`config.mk`:
```
export PLATFORM = sky130hd
export DESIGN_NAME = bw_seq_mult
export DESIGN_NICKNAME = d
export VERILOG_FILES = /design/src/rtl/bw_seq_mult.sv
export SDC_FILE = /design/constraint.sdc
export NUM_CORES = 1
export LEC_CHECK = 0
export CORE_ASPECT_RATIO = 0.8
export CORE_MARGIN = 2
export CORE_UTILIZATION = 50
export CTS_BUF_LIST = sky130_fd_sc_hd__clkbuf_8
export CTS_CLUSTER_DIAMETER = 120
export DETAILED_ROUTE_END_ITERATION = 16
export HOLD_SLACK_MARGIN = 0.12
export PLACE_DENSITY = 0.85
export SYNTH_ARGS = -nofsm -noshare
export SYNTH_HDL_FRONTEND = slang
export SYNTH_SLANG_ARGS = --single-unit
```
`constraint.sdc`:
```
create_clock -name clk -period 5.2 [get_ports clk]
set_input_delay 1.3 -clock clk [delete_from_list [all_inputs] [get_ports clk]]
set_output_delay 1.3 -clock clk [all_outputs]
set_load 0.05 [all_outputs]
```
`src/rtl/bw_seq_mult.sv`:
```
// Iterative Baugh-Wooley multiplier: AW x BW -> AW+BW bits, one partial-product row per clock.
// T selects two's-complement (1) or unsigned (0) operands for each operation.
//
// Ports:
//   clk, rst              rising-edge clock, synchronous active-high reset
//   in_valid / in_ready   operand handshake (in_ready high only in IDLE)
//   A, B, T               multiplicand, multiplier, signed-mode select (latched on acceptance)
//   out_valid / out_ready result handshake
//   out                   product, held until the next product is loaded
//   busy                  high while an operation is running or waiting to be taken
module bw_seq_mult #(
  parameter int unsigned AW = 7,
  parameter int unsigned BW = 5
) (
  input  logic             clk,
  input  logic             rst,
  input  logic             in_valid,
  output logic             in_ready,
  input  logic [AW-1:0]    A,
  input  logic [BW-1:0]    B,
  input  logic             T,
  output logic             out_valid,
  input  logic             out_ready,
  output logic [AW+BW-1:0] out,
  output logic             busy
);

  localparam int unsigned P  = AW + BW;
  localparam int unsigned CW = $clog2(BW);

  // Sum of the Baugh-Wooley correction terms, folded modulo 2^P.
  localparam logic [P-1:0] Corr = (P'(1) << (AW - 1)) + (P'(1) << (BW - 1)) + (P'(1) << (P - 1));

  typedef enum logic [1:0] {StIdle, StRun, StDone} state_t;

  state_t          state;
  logic [AW-1:0]   a_reg;
  logic [BW-1:0]   b_reg;
  logic            t_reg;
  logic [P-1:0]    acc;
  logic [CW-1:0]   cnt;

  logic [AW-1:0]   row;
  logic            last_row;
  logic [P-1:0]    acc_next;

  // Current partial-product row. In signed mode the cross-sign terms (sign bit of exactly one
  // operand) are inverted; the sign-by-sign term stays positive.
  always_comb begin
    row      = '0;
    last_row = (cnt == CW'(BW - 1));
    for (int j = 0; j < AW; j++) begin
      row[j] = a_reg[j] & b_reg[cnt];
      if (t_reg && ((j == AW - 1) != last_row)) begin
        row[j] = ~row[j];
      end
    end
    acc_next = acc + (P'(row) << cnt);
  end

  always_ff @(posedge clk) begin
    if (rst) begin
      state     <= StIdle;
      in_ready  <= 1'b1;
      out_valid <= 1'b0;
      busy      <= 1'b0;
      out       <= '0;
      acc       <= '0;
      cnt       <= '0;
      a_reg     <= '0;
      b_reg     <= '0;
      t_reg     <= 1'b0;
    end else begin
      unique case (state)
        StIdle: begin
          if (in_valid) begin
            a_reg    <= A;
            b_reg    <= B;
            t_reg    <= T;
            acc      <= T ? Corr : '0;
            cnt      <= '0;
            state    <= StRun;
            in_ready <= 1'b0;
            busy     <= 1'b1;
          end
        end
        StRun: begin
          acc <= acc_next;
          if (last_row) begin
            out       <= acc_next;
            out_valid <= 1'b1;
            state     <= StDone;
          end else begin
            cnt <= cnt + CW'(1);
          end
        end
        StDone: begin
          if (out_ready) begin
            out_valid <= 1'b0;
            in_ready  <= 1'b1;
            busy      <= 1'b0;
            state     <= StIdle;
          end
        end
        default: begin
          state     <= StIdle;
          in_ready  <= 1'b1;
          out_valid <= 1'b0;
          busy      <= 1'b0;
        end
      endcase
    end
  end

endmodule
```
* After elaboration in Yosys (flattened, before gate mapping) *
Cells that the tools add are included.

word-level totals
  flip-flop bits (word level) = 45
  input bits = 17
  output and inout bits = 15
  word-level logic and storage cells = 76

operators by class
  add/subtract/negate cells = 2
  magnitude comparators = 1
  equality and inequality tests = 7
  shift-type cells = 1
  multiplexer cells = 27
  bitwise logic cells = 17
  reduce and logical (&&, ||, !) cells = 11

operators by type and width
  kind                 number
  $mux 12              2
  $pmux 12 s2          1
  $mux 1               13
  $add 12x12->12       1
  $reduce_and 3->1     4
  $shl 7x3->12         1
  $not 1->1            10
  $pmux 1 s3           3
  $ne 2x2->1 const B   4
  $and 1x1->1          7
  $mux 2               3
  $mux 3               2
  $pmux 2 s3           1
  $pmux 3 s2           1
  $reduce_and 2->1     3
  $lt 3x4->1 const B   1
  $add 3x1->3 const B  1
  $bmux 1 s3           1
  $eq 3x3->1 const B   1
  $eq 2x1->1 const B   1
  $eq 2x2->1 const B   1
  $logic_and 1x1->1    2
  $logic_not 2->1      1
  $reduce_bool 2->1    1

* Logic depth before layout (Yosys ltp) *
Gate-level depths: netlist (run 1).

  depth after elaboration = 8
  gate-level depth with buffers = 19
  gate-level depth less buffers = 16

* Least setup slack after synthesis (run 1) *
Ideal clock, no wire load.

  kind = reg-to-reg
  start point = register cnt[0]
  end point = register acc[11]
  setup time = 0.073 ns
  data arrival time = 3.737 ns
  data required time = 5.127 ns
  slack = 1.390 ns
  stages on the path, launching flop included = 18
  buffers on the path = 3
  period minus slack after synthesis = 3.810 ns
  path through = dfxtp_1 buf_1 inv_1 ha_1 clkbuf_1 and3_1 clkbuf_1 or3_1 nand3_1 o21ai_0 mux2i_1 ha_1 a211o_1 o2111ai_1 a31oi_1 xnor2_1 a2111o_1 o211ai_2

between the ends
  longest elaborated chain between the ends = 8
  elaborated cells on any way between the ends = 30
  those cells by class = add/sub (1); eq/ne (1); shift (1); mux (10); bitwise (15); reduce/logical (2)

ends and longest elaborated chain
  what                          line  RTL
  from (decl)                   41    logic [CW-1:0] cnt;
  from (signal assigned)        94    cnt <= cnt + CW'(1);
  $bmux 1 s3                    53    row[j] = a_reg[j] & b_reg[cnt];
  $mux 1 (not written as such)  53
  $and 1x1->1                   53
  $not 1->1                     55    row[j] = ~row[j];
  $mux 1                        54    if (t_reg && ((j == AW - 1) != last_row)) begin
  $shl 7x3->12 (*)              58    acc_next = acc + (P'(row) << cnt);
  $add 12x12->12 (*)            58
  $pmux 12 s2 (*)               74    unique case (state)
  to (signal assigned)          80    acc <= T ? Corr : '0;
  to (signal assigned)          88    acc <= acc_next;
  to (decl)                     40    logic [P-1:0] acc;

Mark *: on every way between the ends. The rest lies on a longest branch, timed or not. The select of a mux whose other input is x is not followed.
A chain may end at the register's enable or synchronous reset.

* Worst setup path in the final report (run 1) *
Ends and elaborated chain as after synthesis.

==> results.toml, run 1 <==
[cells_and_area]
num_antenna_cells = 0
fin_area_mm2 = 0.003027
drive_above_1_share_pct = 6.612
fillCellCount = 463
post-route-util_pct = 60.79
multi_input_area_mm2 = 0.001569
layout.nets = 393
regArea_um2 = 900.9
syn2layout_area_growth_pct = 17.71

[routing]
drtIter0Drc = 163
avgRoutedWirePerCell_um = 15.08
drc = 0
viasPerCell = 5.798
vias = 2464
route.antenna.remaining_nets = 0
firstDrtPassIters = 4
wirelength_mm = 6.411

[clock_network]
cts.sinks = 45
clock_latency_ps = 300
cts-buffers-inserted = 5
clk_root_buffer_cell = "clkbuf_8"
clock_tree.buffer_depth = 2
post_cts_buffers = 0
cts-htree-levels = 2
holdBufCountCts = 0
clkTransAtPathRegs_ps = 90
cts_tree = "done"
cts.repair.resized = 0

[setup_path]
critPathKind = "flip-flop to flip-flop"
end_kind = "flip-flop"
cpMaxStageDelayCell = "mux4_2"
path_cells = "mux4_2, a21oi_4, o21ai_2, a32oi_2, a21oi_1, o21ai_0, mux2i_1, ha_1, a211o_1, o2111ai_1, a31oi_1, xnor2_1, a2111o_1, o211ai_2"
crit_required_ps = 5420
cp.arrival_ps = 4250
start_kind = "flip-flop"
cp_max_fo = 8
max_stage_delay_ps = 610

[global_route]
top_usage_layer = "met2"
grt_overflow = 0
use_met2_pct = 36.31
grt_max_degree = 33
grt_usage_pct = 22.86
grt_pass1_wl_mm = 10.56
grtUsageMet3_pct = 4.343
antenna_found_initial = 0
grt_pass1_vias = 2225
grtUsageMet1_pct = 31.94

[pwr]
power.leakage_uw = 0.001156
power_frac_seq_pct = 52.8
intPower_uw = 493.5
p_switching_uw = 198.9
power_frac_comb_pct = 15.9
peakVddDrop_mv = 0.1512
clkPwrFrac_pct = 31.2
swShare_pct = 28.72
power_density_mw_per_mm2 = 228.8

[synthesis]
synth-seq-area-share_pct = 35.04
synth_area_mm2 = 0.002571
syn_area_per_cell_um2 = 7.630
synthFlopType = "dfxtp_1"
syn_inst = 337
syn_nets = 368
synth.distinct_cells = 49
ys_warn_count = 0
ys_ff_latch = 45
postSynth.asyncResetShare_pct = 0
synth-edff-count = 0

[timing]
final.setup.worst_slack_ps = 1174
hold_viol_final = 0
slew-limit-headroom_pct = 25.70
fin_skew_ps = 6.922
setup_viol = 0
min_period_ps = 4026
finalCritPeriodShare_pct = 77.43
final-max-slew-violation-count = 0
fmax_mhz = 248.4
worst_pin_slew_ps = 1111
grt_setup_unrepaired = "false"
fin_setup_tns_ps = 0

[placement]
pre_cts_ws_ps = 1212
io_buffers = 31
placed_cell_area_mm2 = 0.002940
dp_hpwl_mm = 4.671
finalWeightedCongestion = 0.9867

[hold_path]
hold_class = "flip-flop to flip-flop"

[run_status]
outcome = "finished, final reports clean"

[floorplanning]
fp.dieH_um = 68.14
rows = 23
io-pin-count = 32
initial_core_util_pct = 51.65
core-area_mm2 = 0.004979
dieArea_mm2 = 0.005736
die_x_um = 84.18

[run]
max_cap_violations = 0
through the flow:
step / std cells / hold slack [ps] / total power [µW]
final: 425 / 454.5 / 692.4
after global routing: 425 / 487.2 / 722.8
after CTS: 425 / 458.6 / 694.4
after detailed placement: 417 / 445.6 / 482.3
after global placement: 417 / 441.9 / 479.8
after floorplan: 337 / 432.0 / 443.9
power groups by stage:
| stage | Sequential (µW) | Clock, µW | Combinational (µW) |
|---|---|---|---|
| after global placement | 373 | 0 | 107 |
| final | 366 | 216 | 110 |
| after floorplan | 376 | 0 | 68.1 |
| after detailed placement | 374 | 0 | 109 |
| after global routing | 367 | 235 | 120 |
| after CTS | 366 | 220 | 109 |
synthesized netlist by cell type (all sizes together), types with 3 or more instances:
master / n / share of area [%]
dfxtp: 45 / 35
nand2b: 3 / 0.73
a31oi: 5 / 1.2
nand2: 66 / 9.6
clkbuf: 20 / 2.9
inv: 5 / 0.73
o31ai: 3 / 0.88
o21ai: 16 / 3.3
o21bai: 3 / 0.88
xnor2: 11 / 3.7
ha: 13 / 6.3
a21o: 4 / 1.2
o211ai: 3 / 1.1
nor2: 27 / 3.9
a21oi: 50 / 10
mux2i: 5 / 1.9
nand3: 15 / 2.9
nor3: 7 / 1.4
area by class of cell:
type	count	area share, %
multi-input cells	265	51.84
flip-flops and latches	45	29.76
repair buffers	39	12.24
well taps	62	2.563
clock buffers	5	2.274
inverters	6	0.7441
clock inverters	3	0.5788
per-layer routing:
metal  vias up  routed length [µm]
met2        77                2775
met4         0                  87
li1       1237                   -
met1      1141                3141
met3         9                 407
met5         -                   0
path summary, 6_finish.rpt:
path                         start               endpoint  slack [ps]  depth (start not counted)
max reg2reg    cnt[0]$_SDFFE_PP0P_   acc[11]$_SDFFE_PP0P_        1170                         14
max            cnt[0]$_SDFFE_PP0P_   acc[11]$_SDFFE_PP0P_        1170                         14
min          b_reg[4]$_SDFFE_PP0P_  b_reg[4]$_SDFFE_PP0P_         450                          2
min reg2reg  b_reg[4]$_SDFFE_PP0P_  b_reg[4]$_SDFFE_PP0P_         450                          2
cell usage in the layout (no fill, tap or decap), types with 4 or more instances in the layout:
master           instances
a21o_1                   4
nand3_1                 15
clkdlybuf4s50_1         31
nor2_1                  27
nor3_1                   7
nand2_1                 66
a31oi_1                  5
buf_4                    8
ha_1                    13
o21ai_0                 15
inv_1                    5
a21oi_1                 49
clkbuf_8                 5
dfxtp_1                 45
xnor2_1                 11
mux2i_1                  5
worst max-delay path, delay by kind of cell, from the launching register on:
kind            cells  cell delay (ps)
compound gates     10             2190
mux                 2              720
flops               1              510
fa+ha+maj           1              350
xor+xnor            1              190
logic make-up after synthesis:
kind of cell	Yosys count	share of synthesized area [%]
buffers and inverters	27	3.941
adder cells (fa/ha/maj)	14	7.105
AO/OA/AOI/OAI	98	23.75
flip-flops	45	35.04
multiplexers	6	2.822
AND/OR/NAND/NOR	134	22.92
XOR/XNOR	13	4.428
Power figures use the tool's default switching activity.
==> run 2, diff against run 1 <==
--- a/config.mk
+++ b/config.mk
@@ -12,7 +12,7 @@
 export CTS_CLUSTER_DIAMETER = 120
 export DETAILED_ROUTE_END_ITERATION = 16
 export HOLD_SLACK_MARGIN = 0.12
-export PLACE_DENSITY = 0.85
+export PLACE_DENSITY = 0.88
 export SYNTH_ARGS = -nofsm -noshare
 export SYNTH_HDL_FRONTEND = slang
 export SYNTH_SLANG_ARGS = --single-unit
==> constraint.sdc (replaced) <==
create_clock -name clk -period 3.49 [get_ports clk]
set_input_delay 0.8725 -clock clk [delete_from_list [all_inputs] [get_ports clk]]
set_output_delay 0.8725 -clock clk [all_outputs]
set_load 0.05 [all_outputs]
==> run 2 against run 1 <==
Sequential cell count is the same. Power grew 67%. Fmax grew 18%. Sequential share of layout area shrank 2.4 points. First-iteration DRC count grew 36%. Via count grew 1.3%. Worst hold slack gained 6.1 ps. Setup slack lost 1100 ps. Non-clock buffer count grew 19. Clock power grew 94%. Register-to-register slack lost 1100 ps. Design area grew 9.1%. Critical path type unchanged. Largest power group unchanged. Highest routed layer unchanged.
==> results.toml, run 2 (synthesized netlist as in run 1, its figures left out) <==
[run_status]
outcome = "finished, final reports clean"

[setup_path]
r2r-start = "cnt[0]$_SDFFE_PP0P_"
cp_num_cells = 14
cpMaxStageDelayCell = "mux4_2"
end_kind = "flip-flop"
crit_buf_inv = 1
critPathKind = "flip-flop to flip-flop"
start_kind = "flip-flop"
path_cells = "mux4_2, a21oi_4, o21ai_2, a32oi_2, buf_4, nor3_1, or2_2, ha_1, or3_1, o21ai_0, a31oi_2, xnor2_2, a2111o_1, o211ai_2"
timing.reg2reg.setup_slack_ps = 70
worst_r2r_path_depth = 14
cp.arrival_ps = 3660
cp_max_fo = 5
r2r_end = "acc[11]$_SDFFE_PP0P_"
max_stage_delay_ps = 550
crit_required_ps = 3730
cp_top_family = "compound AO/OA/AOI/OAI gates"

[cells_and_area]
fin_area_mm2 = 0.003302
num_antenna_cells = 0
regArea_um2 = 902.1
fillCellCount = 435
drive_above_1_share_pct = 15.97
final_cell_mix = "nand2_1, a21oi_1, dfxtp_1"
syn2layout_area_growth_pct = 28.42
multi_input_area_mm2 = 0.001662
final_common_cell = "nand2_1"
layout.nets = 412

[clock_network]
cts.sinks = 45
cts-buffers-inserted = 5
clock_tree.buffer_depth = 2
cts-htree-levels = 2
holdBufCountCts = 0
clkTransAtPathRegs_ps = 90
clk_root_buffer_cell = "clkbuf_8"
cts_tree = "done"
clock_latency_ps = 310

[placement]
placed_cell_area_mm2 = 0.003060
finalWeightedCongestion = 0.9623
io_buffers = 31
dp_hpwl_mm = 4.701

[timing]
fin_skew_ps = 11.90
setup_viol = 0
final-max-slew-violation-count = 0
fmax_mhz = 292.4
slew-limit-headroom_pct = 41.55
hold_viol_final = 0
worst_pin_slew_ps = 873.6
finalCritPeriodShare_pct = 97.99
min_period_ps = 3420
grt_setup_unrepaired = "true"

[routing]
route.antenna.remaining_nets = 0
drc = 0
firstDrtPassIters = 4
avgRoutedWirePerCell_um = 14.70
vias = 2496
viasPerCell = 5.622
drtIter0Drc = 221
wirelength_mm = 6.529

[global_route]
antenna_found_initial = 0
grt_usage_pct = 23.93
grt_max_degree = 23
grt_overflow = 0
grt_pass1_vias = 2325
grt_pass1_wl_mm = 10.96

[floorplanning]
initial_core_util_pct = 51.65
die_x_um = 84.18
core-area_mm2 = 0.004979
rows = 23
fp.dieH_um = 68.14
dieArea_mm2 = 0.005736
io-pin-count = 32

[hold_path]
whs_path_depth = 2
min_to = "out[3]$_SDFFE_PP0P_"
hold_start = "out[3]$_SDFFE_PP0P_"
hold_class = "flip-flop to flip-flop"

[pwr]
total_power_uw = 1155
peakVddDrop_mv = 0.2604
power_density_mw_per_mm2 = 349.8
power.leakage_uw = 0.001272

[run]
max_cap_violations = 0
==> run 2: cell types whose count changed in the layout (fill, tap and decap cells not counted), moves of 2 or more <==
cell / previous run / this run
a21oi_1: 49 / 46
a21oi_2: 0 / 3
buf_4: 8 / 26
ha_1: 13 / 11
nor3_1: 7 / 5
nor3_2: 0 / 2
o21ai_0: 15 / 11
o21ai_1: 0 / 3
xnor2_1: 11 / 9
==> run 2: routing by layer <==
| layer | up-vias | routed length (µm) | track usage (%) |
|---|---|---|---|
| met5 | - | 0 | 0 |
| met2 | 62 | 2876 | 37.80 |
| met4 | 0 | 53 | 5.040 |
| met3 | 6 | 286 | 5.790 |
| li1 | 1273 | - | - |
| met1 | 1155 | 3313 | 33.61 |
==> run 2: worst max-delay path by stage <==
stage	from	endpoint	slack, ps
2_1_floorplan	cnt[0]$_SDFFE_PP0P_	acc[11]$_SDFFE_PP0P_	20
5_1_grt	cnt[0]$_SDFFE_PP0P_	acc[11]$_SDFFE_PP0P_	-110
3_3_place_gp	cnt[0]$_SDFFE_PP0P_	acc[11]$_SDFFE_PP0P_	10
4_1_cts	cnt[0]$_SDFFE_PP0P_	acc[11]$_SDFFE_PP0P_	10
6_report	cnt[0]$_SDFFE_PP0P_	acc[11]$_SDFFE_PP0P_	70
3_5_place_dp	cnt[0]$_SDFFE_PP0P_	acc[11]$_SDFFE_PP0P_	-60
==> run 2: where the power goes <==
group	switching [µW]	leakage [µW]	total, µW	internal, µW
registers	14.7	0.000366	545	530
clock network	187	0.0000574	420	233
logic	104	0.000848	190	86.4
==> run 2: timing repair <==
action,4_1_cts,5_1_grt
endpoints found under the setup margin,2,9
resized for setup,3,19
buffers inserted,0,5
pin swaps,0,27
==> run 2: worst min-delay path: cells and delay by family, from the launching register on <==
kind            cells  cell delay, ps
compound gates      1              50
flops               1             310
simple gates        1              50
==> run 2: layout make-up <==
cell class | instances | share of cell area [%]
multi-input combinational | 265 | 50.32
clock buffer | 6 | 2.501
tap | 62 | 2.349
inverter | 6 | 0.7200
sequential | 45 | 27.32
clock inverter | 2 | 1.137
timing repair buffer | 58 | 15.65
==> run 2: stage by stage <==
| step | util [%] | setup slack, ps | std cells | hold slack [ps] | TNS (ps) |
|---|---|---|---|---|---|
| detailed placement | 61.47 | -62.29 | 432 | 446.7 | -100.6 |
| global route | 66.32 | -107.1 | 444 | 484.1 | -260.8 |
| CTS | 64.01 | 13.80 | 440 | 458.9 | 0 |
| finish | 66.32 | 70.23 | 444 | 460.5 | 0 |
| floorplan | - | 18.14 | 337 | 432.0 | 0 |
| global placement | 61.47 | 11.21 | 432 | 444.4 | 0 |
